## src/rtl/pe_sequencer_pkg.sv

```systemverilog
// Shared definitions for the PE sequencer: op/direction codes, FSM states
// and the step-counter value shown while an ALU instruction retires.
package pe_sequencer_pkg;

    localparam int DEF_LENGTH  = 32;
    localparam int DEF_SHWORDS = 16;
    localparam int DEF_AW      = 10;
    localparam int IW          = 7;  // step index width; covers LENGTH and SHWORDS up to 127

    typedef enum logic [1:0] {
        OP_NOP   = 2'd0,
        OP_ALU   = 2'd1,
        OP_SHIFT = 2'd2,
        OP_RSVD  = 2'd3
    } op_e;

    typedef enum logic [1:0] {
        DIR_E = 2'd0,
        DIR_W = 2'd1,
        DIR_S = 2'd2,
        DIR_N = 2'd3
    } dir_e;

    typedef enum logic [2:0] {
        IDLE   = 3'd0,
        ALU_RD = 3'd1,
        ALU_WR = 3'd2,
        SH_RD  = 3'd3,
        SH_WR  = 3'd4,
        FIN    = 3'd5
    } state_e;

    localparam logic [6:0] CNT_END = 7'(2 * DEF_LENGTH + 2);

endpackage

```

## src/rtl/pe_seq_addr_gen.sv

```systemverilog
// BRAM address generation for the sequencer: base plus step-derived offset,
// wrapping silently modulo 2^AW.
module pe_seq_addr_gen
    import pe_sequencer_pkg::*;
#(
    parameter int AW = DEF_AW
) (
    input  logic          shift_mode,
    input  logic          wr_phase,
    input  logic [IW-1:0] step,
    input  logic [AW-1:0] srca,
    input  logic [AW-1:0] srcb,
    input  logic [AW-1:0] dst,
    output logic [AW-1:0] addra,
    output logic [AW-1:0] addrb
);

    logic [AW-1:0] off1;
    logic [AW-1:0] off2;

    assign off1 = AW'(step);
    assign off2 = AW'({step, 1'b0});

    always_comb begin
        if (shift_mode) begin
            // A SHIFT moves an even/odd word pair in place at the source base.
            addra = srca + off2;
            addrb = srca + off2 + AW'(1);
        end else begin
            addra = (wr_phase ? dst : srca) + off1;
            addrb = srcb + off1;
        end
    end

endmodule

```

## src/rtl/pe_sequencer.sv

```systemverilog
// Macro-instruction sequencer: expands one accepted ALU/SHIFT/NOP command into
// the per-cycle PE control stream (addresses, write enables, step count, strobes).
module pe_sequencer
    import pe_sequencer_pkg::*;
#(
    parameter int LENGTH  = DEF_LENGTH,
    parameter int SHWORDS = DEF_SHWORDS,
    parameter int AW      = DEF_AW
) (
    input  logic          clk,
    input  logic          reset,
    input  logic          cmd_valid,
    output logic          cmd_ready,
    input  logic [1:0]    cmd_op,
    input  logic [3:0]    cmd_alu_sel,
    input  logic [1:0]    cmd_dir,
    input  logic [AW-1:0] cmd_srca,
    input  logic [AW-1:0] cmd_srcb,
    input  logic [AW-1:0] cmd_dst,
    output logic          wea,
    output logic          web,
    output logic [AW-1:0] addra,
    output logic [AW-1:0] addrb,
    output logic [3:0]    alu_sel,
    output logic [6:0]    count,
    output logic          east,
    output logic          west,
    output logic          south,
    output logic          north,
    output logic          busy,
    output logic          done
);

    localparam logic [IW-1:0] LAST_K  = IW'(LENGTH - 1);
    localparam logic [IW-1:0] LAST_J  = IW'(SHWORDS - 1);
    // Retire count rescaled from the default-length constant when LENGTH is overridden.
    localparam logic [6:0]    FIN_CNT = CNT_END + 7'(2 * (LENGTH - DEF_LENGTH));

    state_e        state_reg, state_next;
    logic [IW-1:0] step_reg, step_next;
    logic [1:0]    op_reg;
    logic [1:0]    dir_reg;
    logic [3:0]    sel_reg;
    logic [AW-1:0] srca_reg, srcb_reg, dst_reg;

    logic          accept;
    logic          addr_valid;
    logic          sh_wr;
    logic [6:0]    step2;
    logic [AW-1:0] gen_a, gen_b;
    logic [3:0]    strobe;

    assign accept = cmd_valid & cmd_ready;
    assign step2  = 7'({step_reg, 1'b0});

    always_ff @(posedge clk or posedge reset) begin
        if (reset) begin
            state_reg <= IDLE;
            step_reg  <= '0;
            op_reg    <= OP_NOP;
            dir_reg   <= '0;
            sel_reg   <= '0;
            srca_reg  <= '0;
            srcb_reg  <= '0;
            dst_reg   <= '0;
        end else begin
            state_reg <= state_next;
            step_reg  <= step_next;
            if (accept) begin
                op_reg   <= cmd_op;
                dir_reg  <= cmd_dir;
                sel_reg  <= cmd_alu_sel;
                srca_reg <= cmd_srca;
                srcb_reg <= cmd_srcb;
                dst_reg  <= cmd_dst;
            end
        end
    end

    always_comb begin
        state_next = state_reg;
        step_next  = step_reg;
        cmd_ready  = 1'b0;
        wea        = 1'b0;
        web        = 1'b0;
        count      = '0;
        done       = 1'b0;
        addr_valid = 1'b0;
        sh_wr      = 1'b0;
        case (state_reg)
            IDLE: begin
                cmd_ready = 1'b1;
                step_next = '0;
                if (cmd_valid) begin
                    case (cmd_op)
                        OP_ALU:   state_next = ALU_RD;
                        OP_SHIFT: state_next = SH_RD;
                        default:  state_next = FIN;
                    endcase
                end
            end
            ALU_RD: begin
                addr_valid = 1'b1;
                count      = step2 + 7'd2;
                state_next = ALU_WR;
            end
            ALU_WR: begin
                addr_valid = 1'b1;
                wea        = 1'b1;
                count      = step2 + 7'd3;
                if (step_reg == LAST_K) begin
                    state_next = FIN;
                end else begin
                    state_next = ALU_RD;
                    step_next  = step_reg + IW'(1);
                end
            end
            SH_RD: begin
                addr_valid = 1'b1;
                state_next = SH_WR;
            end
            SH_WR: begin
                addr_valid = 1'b1;
                wea        = 1'b1;
                web        = 1'b1;
                sh_wr      = 1'b1;
                if (step_reg == LAST_J) begin
                    state_next = FIN;
                end else begin
                    state_next = SH_RD;
                    step_next  = step_reg + IW'(1);
                end
            end
            FIN: begin
                done       = 1'b1;
                count      = (op_reg == OP_ALU) ? FIN_CNT : 7'd0;
                state_next = IDLE;
            end
            default: state_next = IDLE;
        endcase
    end

    pe_seq_addr_gen #(.AW(AW)) u_addr_gen (
        .shift_mode (state_reg == SH_RD || state_reg == SH_WR),
        .wr_phase   (state_reg == ALU_WR),
        .step       (step_reg),
        .srca       (srca_reg),
        .srcb       (srcb_reg),
        .dst        (dst_reg),
        .addra      (gen_a),
        .addrb      (gen_b)
    );

    // Strobes only fire in SH_WR, where count is always 0.
    for (genvar gi = 0; gi < 4; gi++) begin : g_strobe
        assign strobe[gi] = sh_wr && (dir_reg == 2'(gi));
    end

    assign east    = strobe[DIR_E];
    assign west    = strobe[DIR_W];
    assign south   = strobe[DIR_S];
    assign north   = strobe[DIR_N];
    assign addra   = addr_valid ? gen_a : '0;
    assign addrb   = addr_valid ? gen_b : '0;
    assign alu_sel = sel_reg;
    assign busy    = (state_reg != IDLE);

endmodule
```

## config.mk

```make
export PLATFORM = sky130hd
export DESIGN_NAME = pe_sequencer
export DESIGN_NICKNAME = d
export VERILOG_FILES = /design/src/rtl/pe_sequencer_pkg.sv /design/src/rtl/pe_seq_addr_gen.sv /design/src/rtl/pe_sequencer.sv
export SDC_FILE = /design/constraint.sdc
export NUM_CORES = 1
export LEC_CHECK = 0
export ABC_AREA = 1
export ABC_CLOCK_PERIOD_IN_PS = 2600
export BUFFER_PORTS_ARGS = -buffer_cell sky130_fd_sc_hd__buf_2
export CAP_MARGIN = 20
export CELL_PAD_IN_SITES_DETAIL_PLACEMENT = 0
export CELL_PAD_IN_SITES_GLOBAL_PLACEMENT = 1
export CORE_ASPECT_RATIO = 0.6
export CORE_MARGIN = 5
export CORE_UTILIZATION = 38
export CTS_BUF_LIST = sky130_fd_sc_hd__clkbuf_4 sky130_fd_sc_hd__clkbuf_8 sky130_fd_sc_hd__clkbuf_16
export CTS_CLUSTER_DIAMETER = 150
export CTS_CLUSTER_SIZE = 12
export DETAILED_ROUTE_END_ITERATION = 10
export GPL_TIMING_DRIVEN = 0
export PLACE_DENSITY = 0.79
export SYNTH_ARGS = -nofsm -noshare
export SYNTH_HDL_FRONTEND = slang
export SYNTH_SLANG_ARGS = --single-unit
```

## constraint.sdc

```tcl
create_clock -name clk -period 2.6 [get_ports clk]
set_input_delay 0.13 -clock clk [delete_from_list [all_inputs] [get_ports clk]]
set_output_delay 0.13 -clock clk [all_outputs]
set_load 0.02 [all_outputs]
```

==> reports/metrics.cfg, run 1 <==
[power]
leakage_nw = 2.54
ir_worst_vdd_mv = 0.613
power.total_w = 0.00700
powerDensity_nw_per_um2 = 1360

[timing]
period_share = 1.09
hold_ws_ps = 43.4
slew_headroom = 0.572
timing.final.ws_setup_ps = -227
hold_viol_final = 0
rsz0062_at_grt = true
tns_ps = -1340
slew_violations = 0
fmax_mhz = 354
fin_worst_skew_ps = 5.63
setup_viol = 10
tightest_slew_ps = 643
period_needed_ps = 2830

[yosys]
yosysMostFrequentCell = nand2_1
synth_edf_count = 0
synth_top_family_by_area = simple AND/OR/NAND/NOR gates
yosysTopAreaCellShare = 0.332
synthMuxAreaShare = 0.0808
synth_common_cells = nand2_1 (111), inv_1 (60), dfrtp_1 (48), a21oi_1 (37), nor2_1 (35)
synth_xor_xnor_area_share = 0.0242
synth.area.top_cells = dfrtp_1 (33%), nand2_1 (12%), ha_1 (8.3%)
syn-cell-area_um2 = 3620
ys_ff_latch = 48
syn_nets = 544
postSynthCellCount = 476
yosys.area_share.simple = 0.249
yosysTopAreaCell = dfrtp_1
ys_types = 38
synth_seq_area_share = 0.332
synth_fa_ha_area_frac = 0.0995
synth-warning-count = 0
synth_area_per_cell_um2 = 7.61
ys_async_sr_fraction = 1.00
synth_compound_area_frac = 0.130
ys.flop_type = dfrtp_1

[floorplanning]
die_h_um = 85.6
coreArea_um2 = 9220
dieArea_um2 = 11600
pin_count = 81
rows = 27
initial_utilization = 0.393
die_w_um = 136

[cts]
clkLatencyLatePin_ps = 290
clk_pin_slew_worst_paths_ps = 70
cts_max_path_buffers = 2
htreeDepth = 2
cts_sinks = 48
cts_tree = yes
numCtsBuffers = 5
cts_root_buf = clkbuf_16

[drt]
drt_iter0_drc = 186
vias_per_cell = 5.04
via_count = 3681
routed_wl_um = 11900
detail-route-antenna-nets = 0
wire_per_inst_um = 16.4
drc = 0
drt_pass1_iterations = 5

[grt]
grt_usage = 0.205
grtUsageMet3 = 0.0557
gr-total-overflow = 0
use_met2 = 0.308
met1_usage = 0.289
grt_pass1_vias = 3653
grt_max_degree = 29
antenna_found_initial = 0
busiest_layer = met2
grt_pass1_wl_um = 18500

[finish]
area_growth_pct = 42.6
diodes = 0
finalNetCount = 668
drive_gt1_frac = 0.418
fillers = 888
fin_util = 0.560
fin_area_um2 = 5160

[worst_setup_path]
cp.required_ps = 2470
end_kind = output port
critPathArrivalTime_ps = 2700
crit_path_start_kind = flop
path_max_fanout = 7
critical_path_class = flop to output port
critPathSlowestCell = dfrtp_1
path_cells = nor3_4, buf_12, buf_8, buf_6, nand2_1, nand2_2, ha_4, nand2_1, nand2_1, nand2_2, nand3_2, nand2_2, a21oi_2, xor2_1, a21oi_2, buf_6
critPathMaxStageDelay_ps = 420

[job]
drv_cap = 0

[worst_hold_path]
worst_hold_path_type = input pin to flop

[run_status]
violations = negative setup slack
status = finished with violations

[placement]
place_area_um2 = 4210
gpl.final_weighted_congestion = 0.880
dp_hpwl_um = 8570
io_buffers = 80

==> critical path: cells and delay by family (launching register included) <==
kind | cells | cell delay, ps
compound gates | 2 | 200
xor+xnor | 1 | 170
fa+ha+maj | 1 | 220
buf+inv | 4 | 530
flops | 1 | 420
simple gates | 8 | 850
==> cells by family (layout without fill, tap and decap cells) <==
group                    count (synthesis)  in the layout
XOR/XNOR                                10             10
adder cells (fa/ha/maj)                 27             27
multiplexers                            26             26
buffers and inverters                   75            199
AO/OA/AOI/OAI                           84             84
flip-flops                              48             48
AND/OR/NAND/NOR                        206            206
==> final timing paths <==
check                                         startpoint                      end  slack [ps]  cells past startpoint
worst max register to register  state_reg[1]$_DFFE_PP0P_    op_reg[1]$_DFFE_PP0P_         590                      9
max in group asynchronous                          reset  srca_reg[1]$_DFFE_PP0P_        1650                      4
min in group asynchronous                          reset    op_reg[1]$_DFFE_PP0P_         410                      3
worst max-delay path            state_reg[0]$_DFFE_PP0P_                 addra[8]        -230                     16
worst min register to register    alu_sel[1]$_DFFE_PP0P_   alu_sel[1]$_DFFE_PP0P_         490                      1
worst min-delay path                      cmd_alu_sel[1]   alu_sel[1]$_DFFE_PP0P_          40                      2
==> layout by cell type (no fill, tap or decap), types with 8 or more instances in the layout <==
cell type,netlist,routed
nor2_1,35,33
buf_2,5,71
mux2_2,24,24
nand2_2,3,20
nand3_1,30,20
buf_4,2,35
dfrtp_1,48,41
buf_6,2,15
nor3_1,10,8
nand2_1,111,86
ha_1,24,15
o21ai_0,22,14
nand2_4,1,9
a21oi_1,37,29
inv_1,60,57
==> final cells by class <==
class,instances,area [µm²],area share
Buffer,10,85.1,0.0165
Clock buffer,6,139,0.0269
Clock inverter,1,8.76,0.00170
Inverter,65,248,0.0480
Multi-Input combinational cell,353,2520,0.488
Sequential cell,48,1210,0.234
Tap cell,130,163,0.0315
Timing Repair Buffer,117,791,0.153
==> through the flow <==
step                instances  setup slack (ps)
CTS                       717              -266
finish                    730              -227
detailed placement        687              -299
floorplan                 476              23.2
global placement          686              -296
global route              730              -403
==> report_power, final <==
group,switching [W],total (W),internal (W),leakage [nW]
sequential,0.000289,0.00137,0.00108,0.561
clock,0.000293,0.000673,0.000380,0.0729
combinational,0.00284,0.00495,0.00211,1.91
==> metal layers <==
metal	vias up	routed length [µm]
met3	20	1020
li1	1836	-
met5	-	0
met2	123	5200
met1	1702	5510
met4	0	210
==> repair_timing <==
action / 4_1_cts / 5_1_grt
cloned: 0 / 0
resized for setup: 82 / 58
pin swaps: 31 / 36
hold buffers: 1 / 0
setup endpoints to repair: 14 / 16
setup buffers: 23 / 13
endpoints found under the hold margin: 20 / 0
Power figures use the tool's default switching activity.
==> run 2, diff against run 1 <==
Settings changed: PLACE_DENSITY 0.79 to default, PLACE_DENSITY_LB_ADDON from default to 0.12, TNS_END_PERCENT from default to 5.
==> run 2 against run 1 <==
The flow still finishes with violations (negative setup slack). Final area is 7.0% lower. Wire length decreased by 5.0%. First-iteration DRC count grew 23%. Sequential power barely moved. Worst hold slack better by 12 ps. Global-route usage shrank 0.41 points. Flip-flop and latch count unchanged. Critical path type unchanged. Critical endpoint unchanged. Highest routed layer unchanged.
==> reports/metrics.cfg, run 2 (same netlist as run 1, synthesis figures left out) <==
[run_status]
status = finished with violations  ; unchanged
violations = negative setup slack  ; unchanged

[grt]
grt_pass1_vias = 3494  ; was 3653
grt_usage = 0.201  ; was 0.205
grt_pass1_wl_um = 18300  ; was 18500 µm
antenna_found_initial = 0  ; unchanged
grt_max_degree = 32  ; was 29
gr-total-overflow = 0  ; unchanged

[timing]
fin_worst_skew_ps = 6.27  ; was 5.63 ps
setup_viol = 7  ; was 10
hold_ws_ps = 55.0  ; was 43.4 ps
tightest_slew_ps = 658  ; was 643 ps
period_needed_ps = 2820  ; was 2830 ps
timing.final.ws_setup_ps = -219  ; was -227 ps
rsz0062_at_grt = true  ; unchanged
period_share = 1.08  ; was 1.09
hold_viol_final = 0  ; unchanged
fmax_mhz = 355  ; was 354 MHz
slew_headroom = 0.561  ; was 0.572
slew_violations = 0  ; unchanged

[drt]
drc = 0  ; unchanged
drt_iter0_drc = 228  ; was 186
detail-route-antenna-nets = 0  ; unchanged
routed_wl_um = 11400  ; was 11900 µm
wire_per_inst_um = 15.9  ; was 16.4 µm
drt_pass1_iterations = 5  ; unchanged
vias_per_cell = 4.95  ; was 5.04
via_count = 3545  ; was 3681

[floorplanning]
rows = 27  ; unchanged
die_h_um = 85.6  ; unchanged
die_w_um = 136  ; unchanged
initial_utilization = 0.393  ; unchanged
coreArea_um2 = 9220  ; unchanged
dieArea_um2 = 11600  ; unchanged
pin_count = 81  ; unchanged

[cts]
cts_max_path_buffers = 2  ; unchanged
cts_sinks = 48  ; unchanged
cts_tree = yes  ; unchanged
clk_pin_slew_worst_paths_ps = 70  ; about the same
htreeDepth = 2  ; unchanged
clkLatencyLatePin_ps = 290  ; about the same
numCtsBuffers = 5  ; unchanged
cts_root_buf = clkbuf_16  ; unchanged

[worst_setup_path]
r2r-start = step_reg[0]$_DFFE_PP0P_  ; was state_reg[1]$_DFFE_PP0P_
critPathMaxStageDelay_ps = 430  ; was 420 ps
critPathSlowestCell = dfrtp_2  ; was dfrtp_1
cp-startpoint = state_reg[2]$_DFFE_PP0P_  ; was state_reg[0]$_DFFE_PP0P_
end_kind = output port  ; unchanged
critical_path_class = flop to output port  ; unchanged
crit_path_start_kind = flop  ; unchanged
crit_buf_inv = 2  ; was 4
critPathArrivalTime_ps = 2690  ; was 2700 ps
path_cells = nor3_4, buf_6, o21ai_2, ha_2, fa_2, nand4_1, nand3_2, nand2_2, a21oi_2, xor2_1, a21oi_2, buf_4  ; was nor3_4, buf_12, buf_8, buf_6, nand2_1, nand2_2, ha_4, nand2_1, nand2_1, nand2_2, nand3_2, nand2_2, a21oi_2, xor2_1, a21oi_2, buf_6
critical_path.top_delay_family = simple AND/OR/NAND/NOR gates  ; unchanged
cp.required_ps = 2470  ; about the same
r2r-end = step_reg[4]$_DFFE_PP0P_  ; was op_reg[1]$_DFFE_PP0P_
path_max_fanout = 7  ; unchanged
r2r_setup_slack_ps = 660  ; was 590 ps
path_common_cell = a21oi_2
reg2reg_depth = 9  ; unchanged

[worst_hold_path]
worst_hold_path_type = input pin to flop  ; unchanged
min_to = alu_sel[1]$_DFFE_PP0P_  ; unchanged
worstHoldStart = cmd_alu_sel[1]  ; unchanged
min_path_cells = 2  ; unchanged

[finish]
final_cell_mix = nand2_1 (106), buf_2 (76), inv_1 (58)  ; was nand2_1 (86), buf_2 (71), inv_1 (57)
finalNetCount = 653  ; was 668
fin_util = 0.521  ; was 0.560
diodes = 0  ; unchanged
fillers = 930  ; was 888
final_common_cell = nand2_1  ; unchanged
drive_gt1_frac = 0.336  ; was 0.418
area_growth_pct = 32.6  ; was 42.6%

[power]
ir_worst_vdd_mv = 0.979  ; was 0.613 mV
powerDensity_nw_per_um2 = 1350  ; was 1360 nW/µm²
leakage_nw = 2.43  ; was 2.54 nW

[placement]
gpl.final_weighted_congestion = 0.855  ; was 0.880
dp_hpwl_um = 8600  ; was 8570 µm
io_buffers = 80  ; unchanged

[job]
drv_cap = 0  ; unchanged

==> run 2: cell type report <==
type,instances,area (µm²),share of cell area
multi-input combinational,353,2300,0.479
sequential,48,1210,0.251
timing repair buffer,102,619,0.129
inverter,65,244,0.0508
tap,130,163,0.0339
clock buffer,5,125,0.0261
buffer,10,76.3,0.0159
clock inverter,3,68.8,0.0143
==> run 2: metrics by stage <==
stage | setup TNS (ps) | instance area (µm²) | setup WS, ps | total power [W] | cells
3_3_place_gp | -1100 | 4190 | -267 | 0.00495 | 686
6_report | -1070 | 4800 | -219 | 0.00650 | 716
2_1_floorplan | 0 | 3630 | 23.2 | 0.00391 | 476
3_5_place_dp | -1220 | 4210 | -290 | 0.00498 | 687
4_1_cts | -1010 | 4620 | -203 | 0.00620 | 703
5_1_grt | -2550 | 4800 | -365 | 0.00705 | 716
==> run 2: worst max-delay path by stage <==
stage                    end  slack, ps  cells after the start
detailed placement  addra[8]       -290                     12
floorplan           addra[6]         20                     10
global route        addra[8]       -360                     15
finish              addra[8]       -220                     12
global placement    addra[8]       -270                     12
CTS                 addra[7]       -200                     15
==> run 2: routing by layer <==
metal | track usage | routed length (µm) | share of wire
met1 | 0.309 | 5870 | 0.52
met2 | 0.289 | 4610 | 0.41
met3 | 0.0440 | 770 | 0.068
met4 | 0.0329 | 100 | 0.0088
met5 | 0 | 0 | 0
==> run 2: power breakdown <==
part           internal, W  leakage (nW)  switching (W)  total [W]
Combinational      0.00172          1.77        0.00256    0.00428
Clock             0.000556        0.0944       0.000318   0.000874
Sequential         0.00108         0.566       0.000265    0.00135
==> run 2: timing repair <==
action | 4_1_cts | 5_1_grt
setup buffers | 7 | 13
setup endpoints to repair | 14 | 14
hold buffers | 1 | 0
resized for setup | 46 | 21
pin swaps | 12 | 15
hold endpoints to repair | 17 | 0
